$ cat src/rtl/wu_trial_scheduler.sv
// Wake-up receiver trial scheduler: optional scan-chain load, periodic triggers, windowed TP/FP/missed scoring.
// Wake edges count 3 cycles after the pin moves; no backpressure. `define WU_LAT_STATS_EN adds min/max/sum latency.
module wu_trial_scheduler #(
   parameter int CNT_W  = 20,
   parameter int TIME_W = 32,
   parameter int TRIG_W = 4
) (
   input  logic                     clki,
   input  logic                     reset,
   input  logic                     start,
   input  logic                     cfg_scan,
   input  logic [CNT_W-1:0]         num_trials,
   input  logic [TIME_W-1:0]        trig_period,
   input  logic [TIME_W-1:0]        win_open,
   input  logic [TIME_W-1:0]        win_close,
   input  logic                     sc_done,
   input  logic                     wake_up,
   output logic                     sc_req,
   output logic                     trig_to_siggen,
   output logic                     busy,
   output logic                     done,
   output logic [CNT_W-1:0]         trial_idx,
   output logic [CNT_W-1:0]         tp_cnt,
   output logic [CNT_W-1:0]         fp_cnt,
   output logic [CNT_W-1:0]         missed_cnt,
`ifdef WU_LAT_STATS_EN
   output logic [TIME_W-1:0]        min_latency,
   output logic [TIME_W-1:0]        max_latency,
   output logic [TIME_W+CNT_W-1:0]  lat_sum,
`endif
   output logic [TIME_W-1:0]        last_latency
);

   typedef enum logic [2:0] {
      S_IDLE,
      S_SCAN,
      S_ARM,
      S_TRIG,
      S_LISTEN,
      S_DONE
   } state_t;

   localparam logic [TIME_W-1:0] MIN_PERIOD = TIME_W'(TRIG_W + 1);
   localparam logic [TIME_W-1:0] TRIG_LAST  = TIME_W'(TRIG_W - 1);
   localparam logic [CNT_W-1:0]  CNT_MAX    = '1;

   state_t            state;
   logic              wake_s1, wake_s2, wake_s3, wake_edge;
   logic              start_s1, start_s2, scd_s1, scd_s2;
   logic              start_edge, sc_edge;
   logic [CNT_W-1:0]  num_l;
   logic [TIME_W-1:0] period_m1, open_l, close_l, timer;
   logic [TIME_W-1:0] period_eff, close_eff;
   logic              tp_seen;
   logic              in_trial, hit_tp, hit_fp, finalise;

   function automatic logic [CNT_W-1:0] sat_inc(input logic [CNT_W-1:0] v);
      return (v == CNT_MAX) ? v : v + 1'b1;
   endfunction

   always_ff @(posedge clki or posedge reset) begin
      if (reset) begin
         wake_s1   <= 1'b0;
         wake_s2   <= 1'b0;
         wake_s3   <= 1'b0;
         wake_edge <= 1'b0;
         start_s1  <= 1'b0;
         start_s2  <= 1'b0;
         scd_s1    <= 1'b0;
         scd_s2    <= 1'b0;
      end else begin
         wake_s1   <= wake_up;
         wake_s2   <= wake_s1;
         wake_s3   <= wake_s2;
         wake_edge <= wake_s2 & ~wake_s3;
         start_s1  <= start;
         start_s2  <= start_s1;
         scd_s1    <= sc_done;
         scd_s2    <= scd_s1;
      end
   end

   assign start_edge = start_s1 & ~start_s2;
   assign sc_edge    = scd_s1 & ~scd_s2;

   // Short periods are stretched so every trial has at least one listen cycle after the pulse.
   assign period_eff = (trig_period < MIN_PERIOD) ? MIN_PERIOD : trig_period;
   assign close_eff  = (win_close < trig_period) ? win_close : trig_period;

   assign in_trial = (state == S_TRIG) || (state == S_LISTEN);
   assign hit_tp   = in_trial && wake_edge && !tp_seen && (timer >= open_l) && (timer < close_l);
   assign hit_fp   = in_trial && wake_edge && !hit_tp;
   assign finalise = (state == S_LISTEN) && (timer == period_m1);

   always_ff @(posedge clki or posedge reset) begin
      if (reset) begin
         state          <= S_IDLE;
         sc_req         <= 1'b0;
         trig_to_siggen <= 1'b0;
         busy           <= 1'b0;
         done           <= 1'b0;
         trial_idx      <= '0;
         tp_cnt         <= '0;
         fp_cnt         <= '0;
         missed_cnt     <= '0;
         last_latency   <= '0;
         num_l          <= '0;
         period_m1      <= '0;
         open_l         <= '0;
         close_l        <= '0;
         timer          <= '0;
         tp_seen        <= 1'b0;
`ifdef WU_LAT_STATS_EN
         min_latency    <= '0;
         max_latency    <= '0;
         lat_sum        <= '0;
`endif
      end else begin
         if (hit_tp) begin
            tp_cnt       <= sat_inc(tp_cnt);
            last_latency <= timer;
            tp_seen      <= 1'b1;
`ifdef WU_LAT_STATS_EN
            if (timer < min_latency) min_latency <= timer;
            if (timer > max_latency) max_latency <= timer;
            lat_sum <= lat_sum + {{CNT_W{1'b0}}, timer};
`endif
         end
         if (hit_fp) fp_cnt <= sat_inc(fp_cnt);

         case (state)
            S_IDLE, S_DONE: begin
               if (start_edge) begin
                  num_l        <= num_trials;
                  period_m1    <= period_eff - 1'b1;
                  open_l       <= win_open;
                  close_l      <= close_eff;
                  trial_idx    <= '0;
                  tp_cnt       <= '0;
                  fp_cnt       <= '0;
                  missed_cnt   <= '0;
                  last_latency <= '0;
`ifdef WU_LAT_STATS_EN
                  min_latency  <= '1;
                  max_latency  <= '0;
                  lat_sum      <= '0;
`endif
                  done         <= 1'b0;
                  busy         <= 1'b1;
                  sc_req       <= cfg_scan;
                  state        <= cfg_scan ? S_SCAN : S_ARM;
               end
            end
            S_SCAN: begin
               if (sc_edge) begin
                  sc_req <= 1'b0;
                  state  <= S_ARM;
               end
            end
            S_TRIG: begin
               timer <= timer + 1'b1;
               if (timer == TRIG_LAST) begin
                  trig_to_siggen <= 1'b0;
                  state          <= S_LISTEN;
               end
            end
            S_ARM, S_LISTEN: begin
               if (state == S_LISTEN && !finalise) begin
                  timer <= timer + 1'b1;
               end else begin
                  // A TP landing on the finalising cycle already counts for this trial.
                  if (state == S_LISTEN && !tp_seen && !hit_tp)
                     missed_cnt <= sat_inc(missed_cnt);
                  if (trial_idx == num_l) begin
                     state <= S_DONE;
                     busy  <= 1'b0;
                     done  <= 1'b1;
                  end else begin
                     state          <= S_TRIG;
                     trig_to_siggen <= 1'b1;
                     timer          <= '0;
                     tp_seen        <= 1'b0;
                     trial_idx      <= trial_idx + 1'b1;
                  end
               end
            end
            default: state <= S_IDLE;
         endcase
      end
   end

endmodule

$ cat config.mk
export PLATFORM = sky130hd
export DESIGN_NAME = wu_trial_scheduler
export DESIGN_NICKNAME = d
export VERILOG_FILES = /design/src/rtl/wu_trial_scheduler.sv
export SDC_FILE = /design/constraint.sdc
export NUM_CORES = 1
export LEC_CHECK = 0
export ABC_AREA = 1
export BUFFER_PORTS_ARGS = -buffer_cell sky130_fd_sc_hd__buf_2
export CAP_MARGIN = 20
export CORE_MARGIN = 8
export CORE_UTILIZATION = 65
export CTS_BUF_LIST = sky130_fd_sc_hd__clkbuf_2
export DETAILED_ROUTE_END_ITERATION = 8
export GPL_ROUTABILITY_DRIVEN = 1
export PLACE_DENSITY = 0.88
export SLEW_MARGIN = 10
export SYNTH_ARGS = -nofsm -noshare
export SYNTH_HDL_FRONTEND = slang
export SYNTH_SLANG_ARGS = --single-unit
$ cat constraint.sdc
create_clock -name clki -period 13 [get_ports clki]
set_input_delay 1.95 -clock clki [delete_from_list [all_inputs] [get_ports clki]]
set_output_delay 1.95 -clock clki [all_outputs]
set_load 0.01 [all_outputs]
==> metrics.txt <==
# TYPE chip_impl_metric gauge
chip_impl_info{name="run_status",value="finished, final reports clean"} 1
chip_impl_metric{name="static-leakage-power",unit="µW"} 0.0109
chip_impl_metric{name="grt_start_max_net_pins",unit=""} 135
chip_impl_metric{name="critical_path_arrival",unit="ns"} 5.03
chip_impl_metric{name="floorplan.initialDensity",unit="%"} 65.5
chip_impl_metric{name="synth_edf_count",unit=""} 0
chip_impl_metric{name="required",unit="ns"} 13.77
chip_impl_metric{name="area.growth.synth_to_final",unit="%"} 10.7
chip_impl_metric{name="worst-slew-pin-transition",unit="ns"} 1.06
chip_impl_metric{name="endpoints_failing_setup",unit=""} 0
chip_impl_metric{name="finalWirelength",unit="µm"} 53200
chip_impl_metric{name="clock_h_tree_levels",unit=""} 3
chip_impl_info{name="crit_family",value="simple AND/OR/NAND/NOR gates"} 1
chip_impl_info{name="leading_post_synthesis_cells_by_cell_area",value="sky130_fd_sc_hd__dfrtp_1 38%, sky130_fd_sc_hd__nand2_1 17%, sky130_fd_sc_hd__ha_1 6.9%"} 1
chip_impl_metric{name="max-cap-violations",unit=""} 0
chip_impl_metric{name="critical-path-max-stage-delay",unit="ns"} 0.86
chip_impl_metric{name="synthesis.instances",unit=""} 2552
chip_impl_metric{name="drc",unit=""} 0
chip_impl_metric{name="final_layout_size_suffix_gt1_share",unit="%"} 13.7
chip_impl_metric{name="worst_clock_skew",unit="ns"} 0.0678
chip_impl_metric{name="clock_insertion_delay_worst_skew",unit="ns"} 0.89
chip_impl_metric{name="first_iter_violations",unit=""} 1664
chip_impl_metric{name="dr.pass1.iters",unit=""} 8
chip_impl_metric{name="min_period_over_period",unit="%"} 32.7
chip_impl_metric{name="slew_headroom",unit="%"} 29.4
chip_impl_metric{name="cts_made_buffers",unit=""} 72
chip_impl_info{name="crit_path_top_cell_by_count",value="sky130_fd_sc_hd__nand2_1"} 1
chip_impl_metric{name="grt_antenna_before_repair",unit=""} 1
chip_impl_metric{name="synthesized_cell_area",unit="mm²"} 0.0181
chip_impl_metric{name="worst_hold_slack",unit="ns"} 0.386
chip_impl_metric{name="grt_util_all_layers",unit="%"} 31.3
chip_impl_metric{name="synth_async_sr_flop_share",unit="%"} 100
chip_impl_metric{name="synthesis.area_per_instance",unit="µm²"} 7.09
chip_impl_metric{name="vias_per_cell",unit=""} 5.65
chip_impl_metric{name="yosysUniqueCellTypes",unit=""} 42
chip_impl_info{name="yosys-top-cells-count",value="838 x sky130_fd_sc_hd__nand2_1, 288 x sky130_fd_sc_hd__nor2_1, 276 x sky130_fd_sc_hd__dfrtp_1, 226 x sky130_fd_sc_hd__inv_1, 144 x sky130_fd_sc_hd__nand3_1"} 1
chip_impl_metric{name="cts.path.max_buffers",unit=""} 3
chip_impl_metric{name="yosysTopAreaCellShare",unit="%"} 38.2
chip_impl_info{name="synth.most_common_cell",value="sky130_fd_sc_hd__nand2_1"} 1
chip_impl_metric{name="num_rows",unit=""} 61
chip_impl_info{name="yosys_most_used_dff",value="sky130_fd_sc_hd__dfrtp_1"} 1
chip_impl_info{name="synth_largest_area_cell",value="sky130_fd_sc_hd__dfrtp_1"} 1
chip_impl_metric{name="via_count_of_the_first_global_routing_pass",unit=""} 17905
chip_impl_metric{name="postSynthRegisterBits",unit=""} 276
chip_impl_metric{name="die_x",unit="µm"} 183
chip_impl_metric{name="routedWlPerCell",unit="µm"} 16.7
chip_impl_metric{name="floorplan.io_pins",unit=""} 238
chip_impl_metric{name="vdd.ir_drop.worst",unit="µV"} 41.8
chip_impl_info{name="crit_type",value="reg2reg"} 1
chip_impl_metric{name="yosys_warnings",unit=""} 0
chip_impl_info{name="cts.root.buffer_cell",value="sky130_fd_sc_hd__clkbuf_2"} 1
chip_impl_info{name="hold_path.class",value="reg2reg"} 1
chip_impl_metric{name="design_power_total",unit="µW"} 1640
chip_impl_metric{name="worst_setup_hold_path_clk_slew",unit="ns"} 0.09
chip_impl_info{name="critical_path.endpoint_type",value="flip-flop"} 1
chip_impl_metric{name="finalHoldViolations",unit=""} 0
chip_impl_metric{name="dr_total_vias",unit=""} 18023
chip_impl_metric{name="grt_first_pass_wirelength",unit="µm"} 86500
chip_impl_info{name="cell_type_of_the_slowest_stage_on_the_worst_timing_path",value="sky130_fd_sc_hd__nand2_1"} 1
chip_impl_metric{name="max_freq",unit="GHz"} 0.235
chip_impl_metric{name="period_minus_slack",unit="ns"} 4.25
chip_impl_metric{name="finish.net_count",unit=""} 2989
chip_impl_metric{name="pwr_density_cell",unit="mW/mm²"} 81.9
chip_impl_metric{name="cts_hold_buffers",unit=""} 0
chip_impl_metric{name="floorplan.die.height",unit="µm"} 183
chip_impl_metric{name="synth_fp_nets",unit=""} 2774
chip_impl_metric{name="numPortBuffers",unit=""} 237
chip_impl_metric{name="final_util",unit="%"} 72.5
chip_impl_info{name="crit_path_start_kind",value="flip-flop"} 1
chip_impl_info{name="grt_setup_unrepaired",value="false"} 1
chip_impl_info{name="timing.critical_path.cells",value="nor2_1 -> nand2_1 -> o21ai_1 -> inv_2 -> nor2_4 -> inv_2 -> a21oi_2 -> nand4_1 -> clkinv_1 -> nand3_1 -> nand2_1 -> nand2_1 -> nand2_1"} 1
chip_impl_metric{name="cp_max_fo",unit=""} 35
chip_impl_metric{name="timing_max_transition_violations_final",unit=""} 0
chip_impl_metric{name="antenna_left",unit=""} 0
chip_impl_metric{name="dieArea",unit="mm²"} 0.0334
chip_impl_info{name="tritoncts_clock_tree",value="built"} 1
chip_impl_metric{name="worstPathBufferInverterCount",unit=""} 3
chip_impl_metric{name="numClockSinks",unit=""} 276
chip_impl_metric{name="hpwlAfterDp",unit="µm"} 38600
chip_impl_metric{name="routabilityCongestion",unit=""} 0.948
chip_impl_metric{name="fp.coreArea",unit="mm²"} 0.0276
chip_impl_metric{name="grt_remaining_overflow",unit=""} 0
chip_impl_metric{name="yosysSeqAreaShare",unit="%"} 38.2
chip_impl_metric{name="timing.setup.tns",unit="ns"} 0
chip_impl_metric{name="ctsResizeCount",unit=""} 0
chip_impl_metric{name="cts_setup_buffers",unit=""} 0
stage by stage:
stage	area [µm²]	setup slack, ns	std cells
after floorplan	18100	3.44	2552
after global placement	19300	8.21	3069
after detailed placement	19400	8.51	3070
after CTS	20000	8.85	3189
after global routing	20000	8.43	3191
final	20000	8.75	3191
where the power goes:
part           switching (µW)  leakage, µW  total (µW)  internal, µW
clock network             365     0.000487         611           247
logic                    98.8      0.00722         151          52.6
registers                10.8      0.00321         876           866
registers in the layout, summed over array words and instances (netlist names), 3 cells and up:
register	flops
period_m1	32
fp_cnt	20
close_l	32
timer	32
last_latency	32
missed_cnt	20
trial_idx	20
state	3
num_l	20
tp_cnt	20
open_l	32
worst register-to-register path: stages (launching register included):
cell,delay [ns]
sky130_fd_sc_hd__dfrtp_1,0.46
sky130_fd_sc_hd__nor2_1,0.17
sky130_fd_sc_hd__nand2_1,0.12
sky130_fd_sc_hd__o21ai_1,0.11
sky130_fd_sc_hd__inv_2,0.07
sky130_fd_sc_hd__nor2_4,0.53
sky130_fd_sc_hd__inv_2,0.48
sky130_fd_sc_hd__a21oi_2,0.28
sky130_fd_sc_hd__nand4_1,0.12
sky130_fd_sc_hd__clkinv_1,0.06
sky130_fd_sc_hd__nand3_1,0.67
sky130_fd_sc_hd__nand2_1,0.88
sky130_fd_sc_hd__nand2_1,0.13
sky130_fd_sc_hd__nand2_1,0.10
layer usage:
layer	vias to the layer above	track usage, %	part of all wire, %
met5	-	0	0
met4	0	13.9	3.6
met3	166	6.23	8.3
li1	8660	-	-
met2	884	51.3	46
met1	8313	40.0	42
area by class of cell:
| cell class | count | area, µm² |
|---|---|---|
| Multi-Input combinational cell | 1935 | 9830 |
| Fill cell | 2328 | 7600 |
| Sequential cell | 276 | 6910 |
| Timing Repair Buffer | 248 | 1290 |
| Inverter | 234 | 888 |
| Clock buffer | 101 | 505 |
| Tap cell | 378 | 473 |
| Clock inverter | 18 | 128 |
| Antenna cell | 1 | 2.50 |
path summary, 6_finish.rpt:
path | startpoint | endpoint | slack (ns) | cells after the start
hold / removal | scd_s1 | scd_s2 | 0.39 | 0
setup / recovery | state[0] | missed_cnt[9] | 8.75 | 13
hold reg to reg | scd_s1 | scd_s2 | 0.39 | 0
setup reg to reg | state[0] | missed_cnt[9] | 8.75 | 13
max in group asynchronous | reset | period_m1[23] | 10.25 | 3
min in group asynchronous | reset | last_latency[5] | 1.24 | 2
kinds of logic after synthesis:
group	synth area share [%]
adders and majority gates	6.92
xor gates and xnor gates	6.68
buffers and inverters	7.53
and+or+nand+nor	32.9
DFF	38.2
AOI/OAI and AO/OA	7.83
layout by cell type, fill, tap and decap left out, drive strengths merged, types with 2 or more instances in the layout:
master	netlist	routed
buf	40	248
nor3b	3	3
nand2	840	840
o21a	6	6
o211ai	2	2
nor2	292	292
inv	233	236
o21ai	137	137
clkbuf	67	101
nor3	48	48
nand4	49	49
nand3	147	147
clkinv	1	13
xor2	106	106
dfrtp	276	276
nand3b	18	18
bufinv	0	2
ha	100	100
a21oi	104	104
xnor2	32	32
a21o	2	2
a31oi	7	7
or2	4	4
a2bb2oi	7	7
nor4	27	27
(Power assumes the default switching activity.)
